$ cat src/rtl/proc_mem_arbiter.sv
// Two-to-one memory request arbiter with round-robin grant and an in-order
// tag FIFO that routes each memory response back to the port that issued it.
module proc_mem_arbiter #(
  parameter int p_max_inflight = 2,
  parameter int p_addr_nbits   = 32,
  parameter int p_data_nbits   = 32
) (
  input  logic                    clk,
  input  logic                    reset,
  input  logic                    req0_val,
  output logic                    req0_rdy,
  input  logic                    req0_type,
  input  logic [p_addr_nbits-1:0] req0_addr,
  input  logic [p_data_nbits-1:0] req0_data,
  input  logic                    req1_val,
  output logic                    req1_rdy,
  input  logic                    req1_type,
  input  logic [p_addr_nbits-1:0] req1_addr,
  input  logic [p_data_nbits-1:0] req1_data,
  output logic                    mem_req_val,
  input  logic                    mem_req_rdy,
  output logic                    mem_req_type,
  output logic [p_addr_nbits-1:0] mem_req_addr,
  output logic [p_data_nbits-1:0] mem_req_data,
  input  logic                    mem_resp_val,
  output logic                    mem_resp_rdy,
  input  logic                    mem_resp_type,
  input  logic [p_data_nbits-1:0] mem_resp_data,
  output logic                    resp0_val,
  input  logic                    resp0_rdy,
  output logic                    resp0_type,
  output logic [p_data_nbits-1:0] resp0_data,
  output logic                    resp1_val,
  input  logic                    resp1_rdy,
  output logic                    resp1_type,
  output logic [p_data_nbits-1:0] resp1_data,
  output logic [3:0]              inflight_count,
  output logic                    err
);

  localparam logic [3:0] MAX_CNT  = 4'(p_max_inflight);
  localparam logic [2:0] LAST_PTR = 3'(p_max_inflight - 1);

  // Priority pointer: 0 favours port 0, 1 favours port 1.
  logic       prio;
  // Tag storage is a packed vector so a 3-bit pointer indexes it exactly.
  logic [7:0] tags;
  logic [2:0] wr_ptr;
  logic [2:0] rd_ptr;
  logic [3:0] count;
  logic       err_q;

  logic full;
  logic empty;
  logic grant0;
  logic grant1;
  logic head;
  logic push;
  logic pop;

  function automatic logic [2:0] next_ptr(input logic [2:0] ptr);
    return (ptr == LAST_PTR) ? 3'd0 : ptr + 3'd1;
  endfunction

  assign full  = (count == MAX_CNT);
  assign empty = (count == 4'd0);
  assign head  = tags[rd_ptr];

  // Round-robin grant; independent of mem_req_rdy so the choice is stable
  // while the memory stalls.
  assign grant1 = req1_val & (~req0_val | prio);
  assign grant0 = req0_val & ~grant1;

  assign mem_req_val  = ~reset & (req0_val | req1_val) & ~full;
  assign req0_rdy     = ~reset & grant0 & mem_req_rdy & ~full;
  assign req1_rdy     = ~reset & grant1 & mem_req_rdy & ~full;
  assign mem_req_type = grant1 ? req1_type : req0_type;
  assign mem_req_addr = grant1 ? req1_addr : req0_addr;
  assign mem_req_data = grant1 ? req1_data : req0_data;

  // Responses go to the owner recorded at the FIFO head; an empty FIFO
  // refuses every response so nothing is routed to a stale owner.
  assign resp0_val    = ~reset & ~empty & ~head & mem_resp_val;
  assign resp1_val    = ~reset & ~empty &  head & mem_resp_val;
  assign mem_resp_rdy = ~reset & ~empty & (head ? resp1_rdy : resp0_rdy);
  assign resp0_type   = mem_resp_type;
  assign resp0_data   = mem_resp_data;
  assign resp1_type   = mem_resp_type;
  assign resp1_data   = mem_resp_data;

  assign push = mem_req_val & mem_req_rdy;
  assign pop  = mem_resp_val & mem_resp_rdy;

  assign inflight_count = count;
  assign err            = err_q;

  // Control state: occupancy, FIFO pointers, priority pointer, sticky error.
  always_ff @(posedge clk) begin
    if (reset) begin
      count  <= 4'd0;
      wr_ptr <= 3'd0;
      rd_ptr <= 3'd0;
      prio   <= 1'b0;
      err_q  <= 1'b0;
    end else begin
      if (push) begin
        wr_ptr <= next_ptr(wr_ptr);
        prio   <= ~grant1;
      end
      if (pop) begin
        rd_ptr <= next_ptr(rd_ptr);
      end
      case ({push, pop})
        2'b10:   count <= count + 4'd1;
        2'b01:   count <= count - 4'd1;
        default: count <= count;
      endcase
      if (mem_resp_val && empty) begin
        err_q <= 1'b1;
      end
    end
  end

  // Tag storage: owner id of each accepted request, written at the tail.
  always_ff @(posedge clk) begin
    if (push) begin
      tags[wr_ptr] <= grant1;
    end
  end

endmodule

$ cat config.mk
export PLATFORM = sky130hd
export DESIGN_NAME = proc_mem_arbiter
export DESIGN_NICKNAME = d
export VERILOG_FILES = /design/src/rtl/proc_mem_arbiter.sv
export SDC_FILE = /design/constraint.sdc
export NUM_CORES = 1
export LEC_CHECK = 0
export CAP_MARGIN = 30
export CORE_AREA = 5 5 117 119
export CTS_CLUSTER_DIAMETER = 200
export CTS_CLUSTER_SIZE = 10
export DETAILED_ROUTE_END_ITERATION = 8
export DIE_AREA = 0 0 122 124
export GPL_ROUTABILITY_DRIVEN = 0
export MAX_ROUTING_LAYER = met4
export REMOVE_ABC_BUFFERS = 1
export SYNTH_ARGS = -nofsm -noshare
export SYNTH_HDL_FRONTEND = slang
export SYNTH_SLANG_ARGS = --single-unit
$ cat constraint.sdc
create_clock -name clk -period 5.4 [get_ports clk]
set_clock_uncertainty 0.15 [all_clocks]
set_input_delay 1.35 -clock clk [delete_from_list [all_inputs] [get_ports clk]]
set_output_delay 1.35 -clock clk [all_outputs]
set_load 0.01 [all_outputs]
==> reports/metrics.yaml <==
syn_avg_cell_area_um2: 6.137
wire_per_inst_um: 16.92
rr_endpoint: "inflight_count[3]"
hold_buffers: 0
hp-class: "reg2reg"
period_share_pct: 87.31
synth_cell_types: 36
hold_end: "err"
arrival_ns: 3.21
rsz0062_at_grt: "false"
cts_setup_buffers: 0
min_path_cells: 2
cts_tree: "yes"
dp_hpwl_um: 9977
syn_inst: 377
cp_slowest_stage_delay_ns: 0.54
crit_required_ns: 3.90
drt_pass1_iterations: 4
end_kind: "output pin"
die_area_mm2: 0.01513
hold_violations: 0
fin_nets: 692
outcome: "finished clean"
r2r_start: "rd_ptr[0]"
route.vias.total: 2879
ys_ff_latch: 20
cts_sinks: 20
peakVddDrop_v: 0.00009949
crit_type: "in2out"
dieHeight_um: 124
clock_path_buffers: 2
tightestPinTransition_ns: 0.5951
clkTransAtPathRegs_ns: 0.05
synth_area_mm2: 0.002313
drtAntennaViolNets: 0
final_util_pct: 34.26
synth-seq-area-share_pct: 20.77
hold_start: "err"
cp_slowest_cell: "clkdlybuf4s50_1"
vias_per_cell: 4.185
slew_viol_final: 0
layout_commonest_cell: "clkdlybuf4s50_1"
stdcell_count: 688
die_x_um: 122
grt_pass1_vias: 2941
max_freq_ghz: 0.2121
numCtsBuffers: 3
pin_count: 313
slew_headroom_pct: 59.77
layout_min_cycle_time_ns: 4.715
antenna_found_initial: 0
drc_errors: 0
drive_gt1_share_pct: 3.295
path_max_fanout: 30
h-tree-depth: 1
rr_worst_depth: 11
rows: 41
grt-ovfl-total: 0
track_usage_pct: 14.71
fill_cells: 1332
reg2reg_slack_ns: 2.01
drt_iter0_markers: 122
worstSkewPairLatency_ns: 0.25
cp_cell_sequence: "clkdlybuf4s50_1 -> o21ai_4 -> inv_2 -> buf_4 -> nand2_1 -> nand2_1 -> clkdlybuf4s50_1"
post_cts_resized: 0
root_buffer: "clkbuf_16"
worst-path-buf-inv: 4
p_leak_nw: 1.845
grt_first_pass_wirelength_um: 16430
p_per_area_mw_per_mm2: 162.2
n_antenna_cell: 0
grt_max_degree: 67
initial_core_util_pct: 18.56
finalSetupViolCount: 0
core_area_mm2: 0.01247
area_growth_pct: 84.59
cp-start-kind: "input port"
routed_wl_um: 11640
yosysWarnings: 0
placedCellCount: 684
max_cap_violations: 0
placement.io_buffers: 213
critPathLaunch: "req1_val"
layout_common_cells: "clkdlybuf4s50_1, nand2_1, nor2_1"
critPathTopFamily: "buffers and inverters"
==> sequential cells by signal, indices dropped and copies added (netlist names) <==
register / flops
tags: 8
inflight_count: 4
rd_ptr: 3
wr_ptr: 3
err: 1
prio: 1
==> cells by family after synthesis <==
family | synth area share [%]
mux | 4.272
fa+ha+maj | 2.488
compound gates | 3.353
buf+inv | 25.74
flops | 20.77
xor+xnor | 1.893
simple gates | 41.48
==> worst max path at each step <==
stage	cells past startpoint	slack (ns)	to
after floorplan	4	-3.81	req0_rdy
after global placement	7	0.68	mem_req_data[20]
after detailed placement	7	0.67	mem_req_addr[14]
after CTS	7	0.66	mem_req_addr[14]
after global routing	8	0.54	mem_req_addr[14]
final	7	0.69	mem_req_data[20]
==> metrics by stage <==
stage	power (W)	worst slack [ns]	TNS [ns]	cell area, um^2	hold slack (ns)
after floorplan	0.0002771	-3.812	-257.13	1744	0.3101
after global placement	0.0004989	0.6830	0	4165	0.2989
after detailed placement	0.0005005	0.6676	0	4165	0.3030
after CTS	0.0007022	0.6586	0	4270	0.3174
after global routing	0.0007341	0.5447	0	4270	0.3580
final	0.0006927	0.6853	0	4270	0.3097
==> worst register-to-register path, delay by kind of cell (launching register included) <==
family	cells	cell delay, ns
xor gates and xnor gates	1	0.09
AOI/OAI and AO/OA	3	0.49
and+or+nand+nor	2	0.39
muxes	3	1.26
adders and majority gates	2	0.51
DFF	1	0.44
==> synthesized netlist by cell type <==
| cell type | instances | share of area, % |
|---|---|---|
| nor4_1 | 1 | 0.27 |
| clkbuf_1 | 15 | 2.4 |
| xor2_1 | 2 | 0.76 |
| fa_1 | 1 | 0.87 |
| and3_2 | 1 | 0.32 |
| a21oi_1 | 6 | 1.3 |
| nand2_1 | 201 | 33 |
| mux4_1 | 2 | 2.3 |
| or3_1 | 2 | 0.54 |
| o211ai_1 | 1 | 0.32 |
| mux2i_4 | 1 | 0.97 |
| and2_1 | 1 | 0.27 |
| clkbuf_8 | 1 | 0.59 |
| nand3_1 | 1 | 0.22 |
| dfxtp_1 | 12 | 10 |
| nor4b_1 | 1 | 0.38 |
| buf_1 | 1 | 0.16 |
| edfxtp_1 | 8 | 10 |
| o21ai_0 | 2 | 0.43 |
| mux2i_2 | 1 | 0.59 |
| nor2_1 | 17 | 2.8 |
| mux2i_1 | 1 | 0.43 |
| a21o_1 | 1 | 0.32 |
| nand2b_1 | 2 | 0.54 |
| buf_4 | 66 | 21 |
| nor2b_1 | 1 | 0.27 |
| inv_1 | 7 | 1.1 |
| o41ai_1 | 1 | 0.38 |
| o21ai_1 | 1 | 0.22 |
| or3b_2 | 1 | 0.38 |
| ha_1 | 3 | 1.6 |
| nor4b_2 | 1 | 0.65 |
| a31o_2 | 1 | 0.38 |
| and3_1 | 2 | 0.54 |
| nor3_1 | 8 | 1.7 |
| xnor2_1 | 3 | 1.1 |
==> layout make-up <==
cell class	instances	area (um^2)	share of cell area [%]
multi-input combinational	267	1249	29.24
clock inverter	1	30.03	0.7032
timing repair buffer	218	2195	51.39
tap	172	215.2	5.040
clock buffer	3	75.07	1.758
inverter	7	26.28	0.6153
sequential	20	480.5	11.25
==> metal layers <==
layer  up-vias  global-route usage, %  wire length [um]
li1       1383                      -                 -
met1      1282                  17.80              4747
met2       212                  20.27              4965
met3         2                  11.26              1892
met4         0                 0.9104                34
met5         -                      -                 0
==> power by group <==
group	internal, W	switching [W]	leakage [nW]	total (W)
registers	0.000162	0.00000516	0.170	0.000167
logic	0.000202	0.000126	1.62	0.000328
clock network	0.000147	0.0000511	0.0511	0.000198
total	0.000510	0.000183	1.85	0.000693
No activity file was read; power rests on OpenSTA's default activity.
